==> config.mk <==
export PLATFORM = sky130hd
export DESIGN_NAME = lc4_rob_commit_flat
export DESIGN_NICKNAME = d
export VERILOG_FILES = /design/src/rtl/lc4_rob_commit_if.sv /design/src/rtl/lc4_rob_commit.sv /design/src/flat_wrapper.sv
export SDC_FILE = /design/constraint.sdc
export NUM_CORES = 1
export LEC_CHECK = 0
export CAP_MARGIN = 20
export CORE_UTILIZATION = 28
export CTS_CLUSTER_SIZE = 8
export DETAILED_ROUTE_END_ITERATION = 10
export SYNTH_ARGS = -nofsm -noshare
export SYNTH_HDL_FRONTEND = slang
export SYNTH_SLANG_ARGS = --single-unit
==> constraint.sdc <==
create_clock -name clk -period 2.85 [get_ports clk]
set_input_delay 0.855 -clock clk [delete_from_list [all_inputs] [get_ports clk]]
set_output_delay 0.855 -clock clk [all_outputs]
set_load 0.1 [all_outputs]
==> src/rtl/lc4_rob_commit_if.sv <==
// rtl/lc4_rob_commit_if.sv - dispatch/writeback/commit bundle for the LC4 reorder buffer
//
// Purpose: groups every ROB-facing signal. The ROB connects through the
// slave modport; the driving pipeline (or a bench) uses the master modport.
// Groups:
//   D_*  dispatch allocation request, ready and assigned index
//   W_*  writeback completion of a named entry
//   C_*  head-entry commit outputs and mispredict flush
//   rob_count / rob_empty  occupancy
interface lc4_rob_commit_if;
    logic        D_alloc_valid;
    logic [2:0]  D_alloc_ard;
    logic [3:0]  D_alloc_prd;
    logic [3:0]  D_alloc_old_prd;
    logic [15:0] D_alloc_pc;
    logic        D_alloc_ready;
    logic [1:0]  D_rob_index;

    logic        W_valid;
    logic [1:0]  W_rob_index;
    logic        W_regfile_we;
    logic        W_nzp_we;
    logic [2:0]  W_nzp;
    logic [15:0] W_rddata;
    logic [15:0] W_pc_redirect;

    logic        C_valid;
    logic [1:0]  C_rob_index;
    logic [2:0]  C_ard;
    logic [3:0]  C_prd;
    logic [3:0]  C_old_prd;
    logic        C_regfile_we;
    logic        C_nzp_we;
    logic [2:0]  C_nzp;
    logic [15:0] C_rddata;
    logic [15:0] C_next_pc;
    logic        C_flush;

    logic [2:0]  rob_count;
    logic        rob_empty;

    modport slave (
        input  D_alloc_valid, D_alloc_ard, D_alloc_prd, D_alloc_old_prd, D_alloc_pc,
        output D_alloc_ready, D_rob_index,
        input  W_valid, W_rob_index, W_regfile_we, W_nzp_we, W_nzp, W_rddata, W_pc_redirect,
        output C_valid, C_rob_index, C_ard, C_prd, C_old_prd, C_regfile_we, C_nzp_we,
        output C_nzp, C_rddata, C_next_pc, C_flush,
        output rob_count, rob_empty
    );

    modport master (
        output D_alloc_valid, D_alloc_ard, D_alloc_prd, D_alloc_old_prd, D_alloc_pc,
        input  D_alloc_ready, D_rob_index,
        output W_valid, W_rob_index, W_regfile_we, W_nzp_we, W_nzp, W_rddata, W_pc_redirect,
        input  C_valid, C_rob_index, C_ard, C_prd, C_old_prd, C_regfile_we, C_nzp_we,
        input  C_nzp, C_rddata, C_next_pc, C_flush,
        input  rob_count, rob_empty
    );
endinterface

==> src/rtl/lc4_rob_commit.sv <==
// rtl/lc4_rob_commit.sv - four-entry reorder buffer with in-order commit for the LC4 core
//
// Purpose: dispatch allocates at tail, writeback marks an entry done and
// stores its results, commit retires the head once done.
// Ports:
//   clk  core clock
//   rst  synchronous active-high reset
//   rob  lc4_rob_commit_if.slave (D_* allocate, W_* writeback, C_* commit, occupancy)
// Option: define LC4_ROB_FLUSH_EN to flush all younger entries when the
// committing head was mispredicted; otherwise C_flush is tied low.
module lc4_rob_commit (
    input  logic              clk,
    input  logic              rst,
    lc4_rob_commit_if.slave   rob
);
    logic [3:0]       busy_q, busy_d, done_q, done_d;
    logic [3:0]       regfile_we_q, regfile_we_d, nzp_we_q, nzp_we_d;
    logic [3:0][2:0]  ard_q, ard_d, nzp_q, nzp_d;
    logic [3:0][3:0]  prd_q, prd_d, old_prd_q, old_prd_d;
    logic [3:0][15:0] pc_q, pc_d, rddata_q, rddata_d, next_pc_q, next_pc_d;
    logic [1:0]       head_q, head_d, tail_q, tail_d;
    logic [2:0]       count_q, count_d;
    logic             full, head_live, c_valid, flush, alloc, wb;

`ifdef LC4_ROB_FLUSH_EN
    logic [3:0]       mispred_q, mispred_d;
`else
    logic             unused_pc;
    assign unused_pc = ^pc_q;
`endif

    always_comb begin
        // Full comes from the registered count, so a same-cycle commit never
        // opens a slot for allocation.
        full      = (count_q == 3'd4);
        head_live = busy_q[head_q];
        c_valid   = busy_q[head_q] & done_q[head_q];
`ifdef LC4_ROB_FLUSH_EN
        flush     = c_valid & mispred_q[head_q];
`else
        flush     = 1'b0;
`endif
        alloc     = rob.D_alloc_valid & ~full & ~flush;
        wb        = rob.W_valid & busy_q[rob.W_rob_index] & ~flush;
    end

    always_comb begin
        busy_d       = busy_q;
        done_d       = done_q;
        ard_d        = ard_q;
        prd_d        = prd_q;
        old_prd_d    = old_prd_q;
        pc_d         = pc_q;
        regfile_we_d = regfile_we_q;
        nzp_we_d     = nzp_we_q;
        nzp_d        = nzp_q;
        rddata_d     = rddata_q;
        next_pc_d    = next_pc_q;
`ifdef LC4_ROB_FLUSH_EN
        mispred_d    = mispred_q;
`endif
        head_d       = head_q + {1'b0, c_valid};
        tail_d       = tail_q + {1'b0, alloc};
        count_d      = count_q + {2'b00, alloc} - {2'b00, c_valid};

        if (alloc) begin
            busy_d[tail_q]    = 1'b1;
            done_d[tail_q]    = 1'b0;
            ard_d[tail_q]     = rob.D_alloc_ard;
            prd_d[tail_q]     = rob.D_alloc_prd;
            old_prd_d[tail_q] = rob.D_alloc_old_prd;
            pc_d[tail_q]      = rob.D_alloc_pc;
        end

        if (wb) begin
            done_d[rob.W_rob_index]       = 1'b1;
            regfile_we_d[rob.W_rob_index] = rob.W_regfile_we;
            nzp_we_d[rob.W_rob_index]     = rob.W_nzp_we;
            nzp_d[rob.W_rob_index]        = rob.W_nzp;
            rddata_d[rob.W_rob_index]     = rob.W_rddata;
            next_pc_d[rob.W_rob_index]    = rob.W_pc_redirect;
`ifdef LC4_ROB_FLUSH_EN
            mispred_d[rob.W_rob_index]    = (rob.W_pc_redirect != pc_q[rob.W_rob_index] + 16'd1);
`endif
        end

        if (c_valid) begin
            busy_d[head_q] = 1'b0;
        end

        // The mispredicted head still retires through the C_* outputs this
        // cycle; everything younger is discarded.
        if (flush) begin
            busy_d  = '0;
            done_d  = '0;
            head_d  = 2'd0;
            tail_d  = 2'd0;
            count_d = 3'd0;
        end
    end

    always_ff @(posedge clk) begin
        if (rst) begin
            busy_q       <= '0;
            done_q       <= '0;
            ard_q        <= '0;
            prd_q        <= '0;
            old_prd_q    <= '0;
            pc_q         <= '0;
            regfile_we_q <= '0;
            nzp_we_q     <= '0;
            nzp_q        <= '0;
            rddata_q     <= '0;
            next_pc_q    <= '0;
`ifdef LC4_ROB_FLUSH_EN
            mispred_q    <= '0;
`endif
            head_q       <= 2'd0;
            tail_q       <= 2'd0;
            count_q      <= 3'd0;
        end else begin
            busy_q       <= busy_d;
            done_q       <= done_d;
            ard_q        <= ard_d;
            prd_q        <= prd_d;
            old_prd_q    <= old_prd_d;
            pc_q         <= pc_d;
            regfile_we_q <= regfile_we_d;
            nzp_we_q     <= nzp_we_d;
            nzp_q        <= nzp_d;
            rddata_q     <= rddata_d;
            next_pc_q    <= next_pc_d;
`ifdef LC4_ROB_FLUSH_EN
            mispred_q    <= mispred_d;
`endif
            head_q       <= head_d;
            tail_q       <= tail_d;
            count_q      <= count_d;
        end
    end

    // Commit data is forced to zero whenever the head slot holds nothing,
    // which covers the empty ROB.
    always_comb begin
        rob.D_alloc_ready = ~full & ~flush;
        rob.D_rob_index   = tail_q;
        rob.C_valid       = c_valid;
        rob.C_flush       = flush;
        rob.C_rob_index   = head_live ? head_q             : 2'd0;
        rob.C_ard         = head_live ? ard_q[head_q]      : 3'd0;
        rob.C_prd         = head_live ? prd_q[head_q]      : 4'd0;
        rob.C_old_prd     = head_live ? old_prd_q[head_q]  : 4'd0;
        rob.C_nzp         = head_live ? nzp_q[head_q]      : 3'd0;
        rob.C_rddata      = head_live ? rddata_q[head_q]   : 16'd0;
        rob.C_next_pc     = head_live ? next_pc_q[head_q]  : 16'd0;
        rob.C_regfile_we  = c_valid & regfile_we_q[head_q];
        rob.C_nzp_we      = c_valid & nzp_we_q[head_q];
        rob.rob_count     = count_q;
        rob.rob_empty     = (count_q == 3'd0);
    end
endmodule

==> src/flat_wrapper.sv <==
// flat-port wrapper written by rule: the top's interface ports become plain ports
module lc4_rob_commit_flat 
  (clk, rst, rob_D_alloc_valid, rob_D_alloc_ard, rob_D_alloc_prd, rob_D_alloc_old_prd, rob_D_alloc_pc, rob_D_alloc_ready, rob_D_rob_index, rob_W_valid, rob_W_rob_index, rob_W_regfile_we, rob_W_nzp_we, rob_W_nzp, rob_W_rddata, rob_W_pc_redirect, rob_C_valid, rob_C_rob_index, rob_C_ard, rob_C_prd, rob_C_old_prd, rob_C_regfile_we, rob_C_nzp_we, rob_C_nzp, rob_C_rddata, rob_C_next_pc, rob_C_flush, rob_rob_count, rob_rob_empty);
  lc4_rob_commit_if rob_i ();
  input  logic clk;
  input  logic rst;
  input wire logic [$bits(rob_i.D_alloc_valid)-1:0] rob_D_alloc_valid;
  input wire logic [$bits(rob_i.D_alloc_ard)-1:0] rob_D_alloc_ard;
  input wire logic [$bits(rob_i.D_alloc_prd)-1:0] rob_D_alloc_prd;
  input wire logic [$bits(rob_i.D_alloc_old_prd)-1:0] rob_D_alloc_old_prd;
  input wire logic [$bits(rob_i.D_alloc_pc)-1:0] rob_D_alloc_pc;
  output wire logic [$bits(rob_i.D_alloc_ready)-1:0] rob_D_alloc_ready;
  output wire logic [$bits(rob_i.D_rob_index)-1:0] rob_D_rob_index;
  input wire logic [$bits(rob_i.W_valid)-1:0] rob_W_valid;
  input wire logic [$bits(rob_i.W_rob_index)-1:0] rob_W_rob_index;
  input wire logic [$bits(rob_i.W_regfile_we)-1:0] rob_W_regfile_we;
  input wire logic [$bits(rob_i.W_nzp_we)-1:0] rob_W_nzp_we;
  input wire logic [$bits(rob_i.W_nzp)-1:0] rob_W_nzp;
  input wire logic [$bits(rob_i.W_rddata)-1:0] rob_W_rddata;
  input wire logic [$bits(rob_i.W_pc_redirect)-1:0] rob_W_pc_redirect;
  output wire logic [$bits(rob_i.C_valid)-1:0] rob_C_valid;
  output wire logic [$bits(rob_i.C_rob_index)-1:0] rob_C_rob_index;
  output wire logic [$bits(rob_i.C_ard)-1:0] rob_C_ard;
  output wire logic [$bits(rob_i.C_prd)-1:0] rob_C_prd;
  output wire logic [$bits(rob_i.C_old_prd)-1:0] rob_C_old_prd;
  output wire logic [$bits(rob_i.C_regfile_we)-1:0] rob_C_regfile_we;
  output wire logic [$bits(rob_i.C_nzp_we)-1:0] rob_C_nzp_we;
  output wire logic [$bits(rob_i.C_nzp)-1:0] rob_C_nzp;
  output wire logic [$bits(rob_i.C_rddata)-1:0] rob_C_rddata;
  output wire logic [$bits(rob_i.C_next_pc)-1:0] rob_C_next_pc;
  output wire logic [$bits(rob_i.C_flush)-1:0] rob_C_flush;
  output wire logic [$bits(rob_i.rob_count)-1:0] rob_rob_count;
  output wire logic [$bits(rob_i.rob_empty)-1:0] rob_rob_empty;
  assign rob_i.D_alloc_valid = rob_D_alloc_valid;
  assign rob_i.D_alloc_ard = rob_D_alloc_ard;
  assign rob_i.D_alloc_prd = rob_D_alloc_prd;
  assign rob_i.D_alloc_old_prd = rob_D_alloc_old_prd;
  assign rob_i.D_alloc_pc = rob_D_alloc_pc;
  assign rob_D_alloc_ready = rob_i.D_alloc_ready;
  assign rob_D_rob_index = rob_i.D_rob_index;
  assign rob_i.W_valid = rob_W_valid;
  assign rob_i.W_rob_index = rob_W_rob_index;
  assign rob_i.W_regfile_we = rob_W_regfile_we;
  assign rob_i.W_nzp_we = rob_W_nzp_we;
  assign rob_i.W_nzp = rob_W_nzp;
  assign rob_i.W_rddata = rob_W_rddata;
  assign rob_i.W_pc_redirect = rob_W_pc_redirect;
  assign rob_C_valid = rob_i.C_valid;
  assign rob_C_rob_index = rob_i.C_rob_index;
  assign rob_C_ard = rob_i.C_ard;
  assign rob_C_prd = rob_i.C_prd;
  assign rob_C_old_prd = rob_i.C_old_prd;
  assign rob_C_regfile_we = rob_i.C_regfile_we;
  assign rob_C_nzp_we = rob_i.C_nzp_we;
  assign rob_C_nzp = rob_i.C_nzp;
  assign rob_C_rddata = rob_i.C_rddata;
  assign rob_C_next_pc = rob_i.C_next_pc;
  assign rob_C_flush = rob_i.C_flush;
  assign rob_rob_count = rob_i.rob_count;
  assign rob_rob_empty = rob_i.rob_empty;
  lc4_rob_commit u_core (.clk(clk), .rst(rst), .rob(rob_i));
endmodule
==> impl_metrics.env, run 1 <==
export IMPL_outcome="finished, violations left"
export IMPL_violations="setup timing"
export IMPL_synth_edf_count=0
export IMPL_die_width_um=183
export IMPL_rsz0062_at_grt="yes"
export IMPL_yosys_register_bits=207
export IMPL_synthTopCellsByCount="nand2_1 (296), dfxtp_1 (207), a21oi_1 (148)"
export IMPL_leakage_nw=4.46
export IMPL_nFillCells=3148
export IMPL_die_height_um=183
export IMPL_clock_skew_final_ps=9.06
export IMPL_yosys_warnings=0
export IMPL_r2r_start="u_core.head_q[0]"
export IMPL_start_util_pct=28.7
export IMPL_synth_cell_types=41
export IMPL_gp_congestion=0.703
export IMPL_io_buffers=111
export IMPL_timing_fmax_mhz=329
export IMPL_htreeDepth=1
export IMPL_dr_first_iter_drc_count=474
export IMPL_syn_nets=1067
export IMPL_syn_area_per_cell_sq_um=9.22
export IMPL_cp_endpoint="rob_C_old_prd[0]"
export IMPL_grt_pass1_wl_um=40600
export IMPL_grt_max_degree=94
export IMPL_num_antenna_cells=0
export IMPL_layout_nets=1182
export IMPL_startpoint="u_core.head_q[0]"
export IMPL_worstReg2RegEnd="u_core.rob.rob_count[2]"
export IMPL_placed_cells=1495
export IMPL_seq_area_sq_um=4150
export IMPL_avgRoutedWirePerCell_um=16.2
export IMPL_slew_headroom_pct=58.5
export IMPL_async_flop_share_pct=0
export IMPL_hold_viol=0
export IMPL_reg2reg_depth=10
export IMPL_worst_slew_pin_slew_ps=623
export IMPL_grt_pass1_vias=7329
export IMPL_synth_area_leaders="dfxtp_1 (45%), nand2_1 (12%), mux4_2 (9.3%), a21oi_1 (8.1%), mux2i_1 (5.0%)"
export IMPL_synth_most_common_cell="nand2_1"
export IMPL_area_growth_pct=36.0
export IMPL_dr_total_vias=7236
export IMPL_ant_nets=0
export IMPL_cp_end_kind="primary output"
export IMPL_syn_cell_area_sq_um=9170
export IMPL_ys_flop_type="dfxtp_1"
export IMPL_r2r_slack_ps=90
export IMPL_io_pins=129
export IMPL_synth_top_area_share_pct=45.2
export IMPL_timing_hold_ws_ps=447
export IMPL_cts_sinks=207
export IMPL_cts_hold_buf=0
export IMPL_final_cells=1548
export IMPL_setup_viol=50
export IMPL_arrival_ps=2180
export IMPL_hold_class="reg -> reg"
export IMPL_wl_um=25100
export IMPL_first_pass_iters=4
export IMPL_place_ws_ps=222
export IMPL_dpl_hpwl_um=15400
export IMPL_crit_required_ps=2000
export IMPL_cts_buffers=30
export IMPL_path_class="reg -> out"
export IMPL_grt_usage_pct=15.3
export IMPL_vdd_drop_max_v=0.000401
export IMPL_syn_inst=994
export IMPL_antenna_found_initial=0
export IMPL_pwr_density_cell_nw_per_um2=618
export IMPL_period_needed_ps=3040
export IMPL_finalCritPeriodShare_pct=107
export IMPL_maxSlewViolCount=0
export IMPL_tns_ps=-7040
export IMPL_coreArea_sq_um=31900
export IMPL_clk_pin_slew_ps=50
export IMPL_die_area_sq_um=33500
export IMPL_ys_seq_area_share_pct=45.2
export IMPL_yosysTopAreaCell="dfxtp_1"
export IMPL_multi_input_area_sq_um=4720
export IMPL_clock_latency_ps=530
export IMPL_worstPathMaxFanout=8
export IMPL_clock_path_buffers=3
export IMPL_cts_tree="done"
export IMPL_cp_start_kind="register"
export IMPL_drc=0
export IMPL_drive_gt1_share_pct=21.2
export IMPL_vias_per_cell=4.67
export IMPL_maxCapViolations=0
export IMPL_placementRows=65
export IMPL_setup_ws_ps=-190
export IMPL_grt_ovfl_total=0
export IMPL_root_buffer="clkbuf_16"
-- kinds of logic (layout without fill, tap and decap cells) --
logic type / after synthesis / after routing / synth area share, %
compound gates: 158 / 158 / 8.87
mux: 96 / 96 / 17.8
buf+inv: 85 / 204 / 4.85
other cells: 1 / 1 / 0.0409
fa+ha+maj: 3 / 3 / 0.491
flops: 207 / 207 / 45.2
xor+xnor: 4 / 4 / 0.382
simple gates: 440 / 440 / 22.3
-- power by group --
group          internal [W]  switching (W)
sequential          0.00301      0.0000831
clock               0.00208        0.00120
combinational      0.000498       0.000825
total               0.00559        0.00211
-- critical path, cell delays in order, from the launching register on --
cell and delay (ps):
dfxtp_4 440, mux4_2 640, buf_6 170, buf_6 110, and2_4 140, buf_12 160
-- per-stage QoR --
| step | total power, W | utilization [%] | area (sq um) |
|---|---|---|---|
| finish | 0.00770 | 39.1 | 12500 |
| global route | 0.00801 | 39.1 | 12500 |
| CTS | 0.00782 | 39.0 | 12400 |
| detailed placement | 0.00442 | 35.4 | 11300 |
| global placement | 0.00441 | 35.4 | 11300 |
| floorplan | 0.00402 | - | 9180 |
-- layer usage --
layer	global-route usage (%)	wire [um]
met1	20.0	11500
met2	26.5	12200
met3	2.22	959
met4	3.80	453
met5	0	0
-- worst min-delay path by stage --
stage | from | endpoint | slack [ps] | depth (start not counted)
floorplan | u_core.next_pc_q[31] | u_core.next_pc_q[31] | 430 | 2
global placement | u_core.nzp_q[11] | u_core.nzp_q[11] | 440 | 2
detailed placement | u_core.rddata_q[13] | u_core.rddata_q[13] | 440 | 2
CTS | u_core.rddata_q[13] | u_core.rddata_q[13] | 450 | 2
global route | u_core.next_pc_q[22] | u_core.next_pc_q[22] | 470 | 2
finish | u_core.rddata_q[13] | u_core.rddata_q[13] | 450 | 2
-- repair_timing --
| item | in CTS | in global routing |
|---|---|---|
| setup buffers | 13 | 3 |
| cloned | 3 | 1 |
| pin swaps | 1 | 1 |
| setup endpoints to repair | 49 | 50 |
| resized for setup | 53 | 0 |
-- cells in the final DEF, fill, tap and decap left out, drive strengths merged, types with 3 or more instances in the layout --
cell           Yosys  final
a21oi            148    148
and2              48     48
and4               3      3
and4b              3      3
buf               46    112
clkbuf            36     35
clkdlybuf4s50      0     52
dfxtp            207    207
inv                3      3
mux2i             46     46
mux4              50     50
nand2            296    296
nand2b            58     58
nand3              3      3
nand4b             4      4
nor2               6      6
nor2b              8      8
nor3               3      3
o2bb2ai            3      3
xnor2              3      3
-- final cells by class --
cell class / count / area share [%]
clock buffers: 34 / 6.31
clock inverters: 2 / 0.482
inverters: 3 / 0.0903
multi-input cells: 702 / 37.8
flip-flops and latches: 207 / 33.3
well taps: 435 / 4.37
repair buffers: 165 / 17.6
-- registers in the layout, summed over array words and instances, names as in the netlist, 12 cells and up --
register and count:
u_core.next_pc_q 64, u_core.old_prd_q 16, u_core.rddata_q 64, u_core.prd_q 16, u_core.ard_q 12, u_core.nzp_q 12
Power figures use the tool's default switching activity.
==> run 2: changes to the inputs <==
--- a/config.mk
+++ b/config.mk
@@ -7,6 +7,7 @@
 export LEC_CHECK = 0
 export CAP_MARGIN = 20
 export CORE_UTILIZATION = 28
+export CTS_CLUSTER_DIAMETER = 30
 export CTS_CLUSTER_SIZE = 8
 export DETAILED_ROUTE_END_ITERATION = 10
 export SYNTH_ARGS = -nofsm -noshare
==> impl_metrics.env, run 2 (synthesized netlist as in run 1, its figures left out) <==
export IMPL_outcome="finished, violations left"
export IMPL_violations="setup timing"
export IMPL_worst_slew_pin_slew_ps=612
export IMPL_vias_per_cell=4.69
export IMPL_maxSlewViolCount=0
export IMPL_setup_ws_ps=-170
export IMPL_nFillCells=3080
export IMPL_arrival_ps=2170
export IMPL_die_width_um=183
export IMPL_grt_pass1_vias=7746
export IMPL_largestRegisters="u_core.next_pc_q (64), u_core.rddata_q (64)"
export IMPL_dpl_hpwl_um=15400
export IMPL_vdd_drop_max_v=0.000380
export IMPL_timing_hold_ws_ps=450
export IMPL_drc=0
export IMPL_mostFrequentLayoutCells="nand2_1 (296), dfxtp_1 (204), a21oi_1 (148)"
export IMPL_grt_usage_pct=16.4
export IMPL_coreArea_sq_um=31900
export IMPL_whs_path_depth=2
export IMPL_hp_start="u_core.rddata_q[1]"
export IMPL_area_growth_pct=48.6
export IMPL_grt_pass1_wl_um=42900
export IMPL_cts_sinks=207
export IMPL_cts_tree="done"
export IMPL_setup_viol=49
export IMPL_crit_required_ps=2000
export IMPL_holdPathEnd="u_core.rddata_q[1]"
export IMPL_wl_um=26800
export IMPL_dr_first_iter_drc_count=444
export IMPL_layout_nets=1208
export IMPL_placementRows=65
export IMPL_antenna_found_initial=1
export IMPL_cp_end_kind="primary output"
export IMPL_drive_gt1_share_pct=27.2
export IMPL_hold_class="reg -> reg"
export IMPL_slew_headroom_pct=59.2
export IMPL_finalCritPeriodShare_pct=106
export IMPL_clock_latency_ps=520
export IMPL_grt_ovfl_total=0
export IMPL_reg2reg_depth=10
export IMPL_path_class="reg -> out"
export IMPL_placed_cells=1495
export IMPL_final_cells=1611
export IMPL_root_buffer="clkbuf_16"
export IMPL_avgRoutedWirePerCell_um=16.6
export IMPL_grt_max_degree=94
export IMPL_maxCapViolations=0
export IMPL_r2r_start="u_core.head_q[0]"
export IMPL_rsz0062_at_grt="yes"
export IMPL_gp_congestion=0.703
export IMPL_cp_start_kind="register"
export IMPL_die_area_sq_um=33500
export IMPL_leakage_nw=4.95
export IMPL_io_buffers=111
export IMPL_worstPathMaxFanout=6
export IMPL_worstReg2RegEnd="u_core.rob.rob_count[2]"
export IMPL_htreeDepth=2
export IMPL_ant_nets=0
export IMPL_hold_viol=0
export IMPL_dr_total_vias=7559
export IMPL_first_pass_iters=5
export IMPL_die_height_um=183
export IMPL_period_needed_ps=3020
export IMPL_r2r_slack_ps=160
export IMPL_timing_fmax_mhz=331
export IMPL_clock_path_buffers=3
export IMPL_clock_skew_final_ps=11.3
export IMPL_cts_hold_buf=0
export IMPL_start_util_pct=28.7
export IMPL_layout_commonest_cell="nand2_1"
export IMPL_io_pins=129
export IMPL_pwr_density_cell_nw_per_um2=781
export IMPL_cts_buffers=51
export IMPL_clk_pin_slew_ps=40
## run 2: cell types whose count changed in the layout (fill, tap and decap cells not counted), sizes merged
cell,change
clkbuf,+31
clkinv,+10
clkinvlp,+9
bufinv,+7
buf,+5
diode,+1
## run 2: final cells by class
| cell class | instances | area (sq um) | area share (%) |
|---|---|---|---|
| Multi-Input combinational cell | 702 | 4710 | 34.6 |
| Clock buffer | 65 | 1460 | 10.7 |
| Timing Repair Buffer | 170 | 2340 | 17.2 |
| Tap cell | 435 | 544 | 4.00 |
| Sequential cell | 207 | 4150 | 30.5 |
| Antenna cell | 1 | 2.50 | 0.0184 |
| Clock inverter | 28 | 395 | 2.90 |
| Inverter | 3 | 11.3 | 0.0827 |
## run 2: how the worst max path moves through the flow
stage	start	end	slack, ps	cells past startpoint
6_report	u_core.head_q[0]	rob_C_old_prd[0]	-170	6
5_1_grt	u_core.head_q[0]	rob_C_old_prd[0]	-230	6
4_1_cts	u_core.head_q[0]	rob_C_old_prd[0]	-190	6
3_5_place_dp	u_core.head_q[0]	rob_C_nzp_we	220	4
3_3_place_gp	u_core.head_q[0]	rob_C_regfile_we	220	4
2_1_floorplan	u_core.rob.rob_count[0]	rob_rob_empty	-40	1
## run 2: critical path: stages, from the launching register on
cell and delay [ps]:
dfxtp_4 400, mux4_2 540, buf_12 170, buf_6 120
buf_6 110, and2_4 140, buf_12 160
## run 2: what timing repair did
item / CTS / global route
setup buffers: 17 / 0
setup endpoints to repair: 49 / 50
pin swaps: 15 / 0
resized for setup: 81 / 0
gates cloned: 6 / 1
## run 2: routing by layer
metal	wire length, um	GRT usage (%)
met4	541	5.43
met5	0	0
met2	13200	28.4
met1	11600	20.4
met3	1430	3.26
## run 2: power breakdown
group	internal, W	leakage [nW]	switching (W)	total, W
registers	0.00302	1.67	0.0000840	0.00310
logic	0.000555	2.39	0.000860	0.00141
clock network	0.00439	0.889	0.00173	0.00612
total	0.00797	4.95	0.00267	0.0106
## run 2: per-stage QoR
stage	setup WS (ps)	total power, W	area (sq um)	utilization (%)	setup TNS [ps]
final	-170	0.0106	13600	42.7	-5760
after global routing	-225	0.0110	13600	42.7	-8720
after CTS	-186	0.0108	13600	42.6	-6790
after detailed placement	222	0.00442	11300	35.4	0
after global placement	215	0.00441	11300	35.4	0
after floorplan	-35.8	0.00402	9180	-	-35.8
==> run 3: changes to the inputs <==
==> constraint.sdc (replaced) <==
create_clock -name clk -period 3 [get_ports clk]
set_input_delay 0.9 -clock clk [delete_from_list [all_inputs] [get_ports clk]]
set_output_delay 0.9 -clock clk [all_outputs]
set_load 0.1 [all_outputs]
==> impl_metrics.env, run 3 (synthesized netlist as in run 1, its figures left out) <==
export IMPL_outcome="finished, violations left"
export IMPL_violations="setup timing"
export IMPL_clk_pin_slew_ps=40
export IMPL_avgRoutedWirePerCell_um=16.8
export IMPL_hold_viol=0
export IMPL_die_area_sq_um=33500
export IMPL_root_buffer="clkbuf_16"
export IMPL_cp_num_cells=5
export IMPL_crit_chain="mux4_2 -> buf_12 -> clkbuf_16 -> and2_4 -> buf_12"
export IMPL_max_stage_delay_ps=550
export IMPL_antenna_found_initial=0
export IMPL_maxCapViolations=0
export IMPL_cts_tree="done"
export IMPL_hold_class="reg -> reg"
export IMPL_reg2reg_depth=9
export IMPL_setup_ws_ps=-102
export IMPL_grt_usage_pct=15.9
export IMPL_cp_end_kind="primary output"
export IMPL_whs_path_depth=2
export IMPL_clock_path_buffers=3
export IMPL_grt_ovfl_total=0
export IMPL_gp_congestion=0.720
export IMPL_drc=0
export IMPL_io_pins=129
export IMPL_die_width_um=183
export IMPL_cp_start_kind="register"
export IMPL_htreeDepth=2
export IMPL_met2WireLength_um=13000
export IMPL_layout_commonest_cell="nand2_1"
export IMPL_cts_buffers=52
export IMPL_mostFrequentLayoutCells="nand2_1 (296), dfxtp_1 (205), a21oi_1 (148)"
export IMPL_setup_viol=49
export IMPL_start_util_pct=28.7
export IMPL_coreArea_sq_um=31900
export IMPL_vias_per_cell=4.77
export IMPL_io_buffers=111
export IMPL_clock_skew_final_ps=25.0
export IMPL_met3_length_um=1440
export IMPL_die_height_um=183
export IMPL_num_antenna_cells=0
export IMPL_crit_slowest_cell="mux4_2"
export IMPL_pwr_density_cell_nw_per_um2=762
export IMPL_layout_nets=1198
export IMPL_post_dp_cell_area_sq_um=11300
export IMPL_dr_first_iter_drc_count=511
export IMPL_worstPathMaxFanout=9
export IMPL_grt_pass1_vias=7625
export IMPL_clock_latency_ps=550
export IMPL_vdd_drop_max_v=0.000417
export IMPL_final_area_sq_um=13700
export IMPL_period_needed_ps=3100
export IMPL_first_pass_iters=5
export IMPL_placementRows=65
export IMPL_crit_required_ps=2100
export IMPL_top_layer_used="met4"
export IMPL_drive_gt1_share_pct=25.5
export IMPL_area_growth_pct=49.0
export IMPL_slew_headroom_pct=56.9
export IMPL_finalCritPeriodShare_pct=103
export IMPL_wl_um=27000
export IMPL_arrival_ps=2200
export IMPL_critical_path_buf_inv_count=3
export IMPL_timing_fmax_mhz=322
export IMPL_ant_nets=0
export IMPL_place_ws_ps=287
export IMPL_largestRegisters="u_core.next_pc_q (64), u_core.rddata_q (64)"
export IMPL_dpl_hpwl_um=15400
export IMPL_path_class="reg -> out"
export IMPL_leakage_nw=5.00
export IMPL_maxSlewViolCount=0
export IMPL_rsz0062_at_grt="yes"
export IMPL_dr_total_vias=7634
export IMPL_cts_hold_buf=0
export IMPL_crit_top_cell="buf_12"
export IMPL_drt_met1_wl_um=11800
export IMPL_grt_pass1_wl_um=41800
export IMPL_utilization_pct=42.8
export IMPL_cts_sinks=207
export IMPL_crit_family="multiplexers"
export IMPL_grt_max_degree=98
export IMPL_worst_slew_pin_slew_ps=647
export IMPL_r2r_slack_ps=440
==> run 3: worst paths after layout <==
check	from	to
min	u_core.rddata_q[10]	u_core.rddata_q[10]
max reg2reg	u_core.head_q[0]	u_core.rob.rob_count[2]
max	u_core.head_q[0]	rob_C_prd[0]
min reg2reg	u_core.rddata_q[10]	u_core.rddata_q[10]
==> run 3: power breakdown <==
group | internal [W] | switching (W)
clock network | 0.00433 | 0.00174
logic | 0.000542 | 0.000841
registers | 0.00287 | 0.0000781
total | 0.00774 | 0.00266
==> run 3: worst min-delay path, stage by stage (launching register included) <==
cell	delay, ps
dfxtp_1	300
nand2_1	50
a21oi_1	50
==> run 3: layer usage <==
layer | global-route usage [%] | vias to the layer above
met5 | 0 | -
met4 | 6.00 | 0
met3 | 3.16 | 55
met2 | 26.2 | 223
met1 | 20.6 | 3717
li1 | - | 3639
==> run 3: what timing repair did <==
item | CTS | global route
endpoints found under the setup margin | 49 | 49
gates cloned | 2 | 5
resized for setup | 11 | 57
setup buffers | 7 | 1
pin swaps | 0 | 0
==> run 3: through the flow <==
| stage | TNS [ps] | hold WS, ps | total power [W] | cells |
|---|---|---|---|---|
| after global routing | -6860 | 463 | 0.0107 | 1602 |
| after detailed placement | 0 | 443 | 0.00421 | 1491 |
| after floorplan | 0 | 432 | 0.00382 | 994 |
| after CTS | -5080 | 450 | 0.0104 | 1596 |
| after global placement | 0 | 437 | 0.00419 | 1491 |
| final | -3940 | 447 | 0.0104 | 1602 |
==> run 3: area by class of cell <==
| cell class | instances | area (sq um) |
|---|---|---|
| flip-flops and latches | 207 | 4150 |
| inverters | 3 | 11.3 |
| clock inverters | 30 | 490 |
| fillers | 3011 | 18200 |
| clock buffers | 66 | 1450 |
| multi-input cells | 702 | 4750 |
| repair buffers | 159 | 2260 |
| well taps | 435 | 544 |
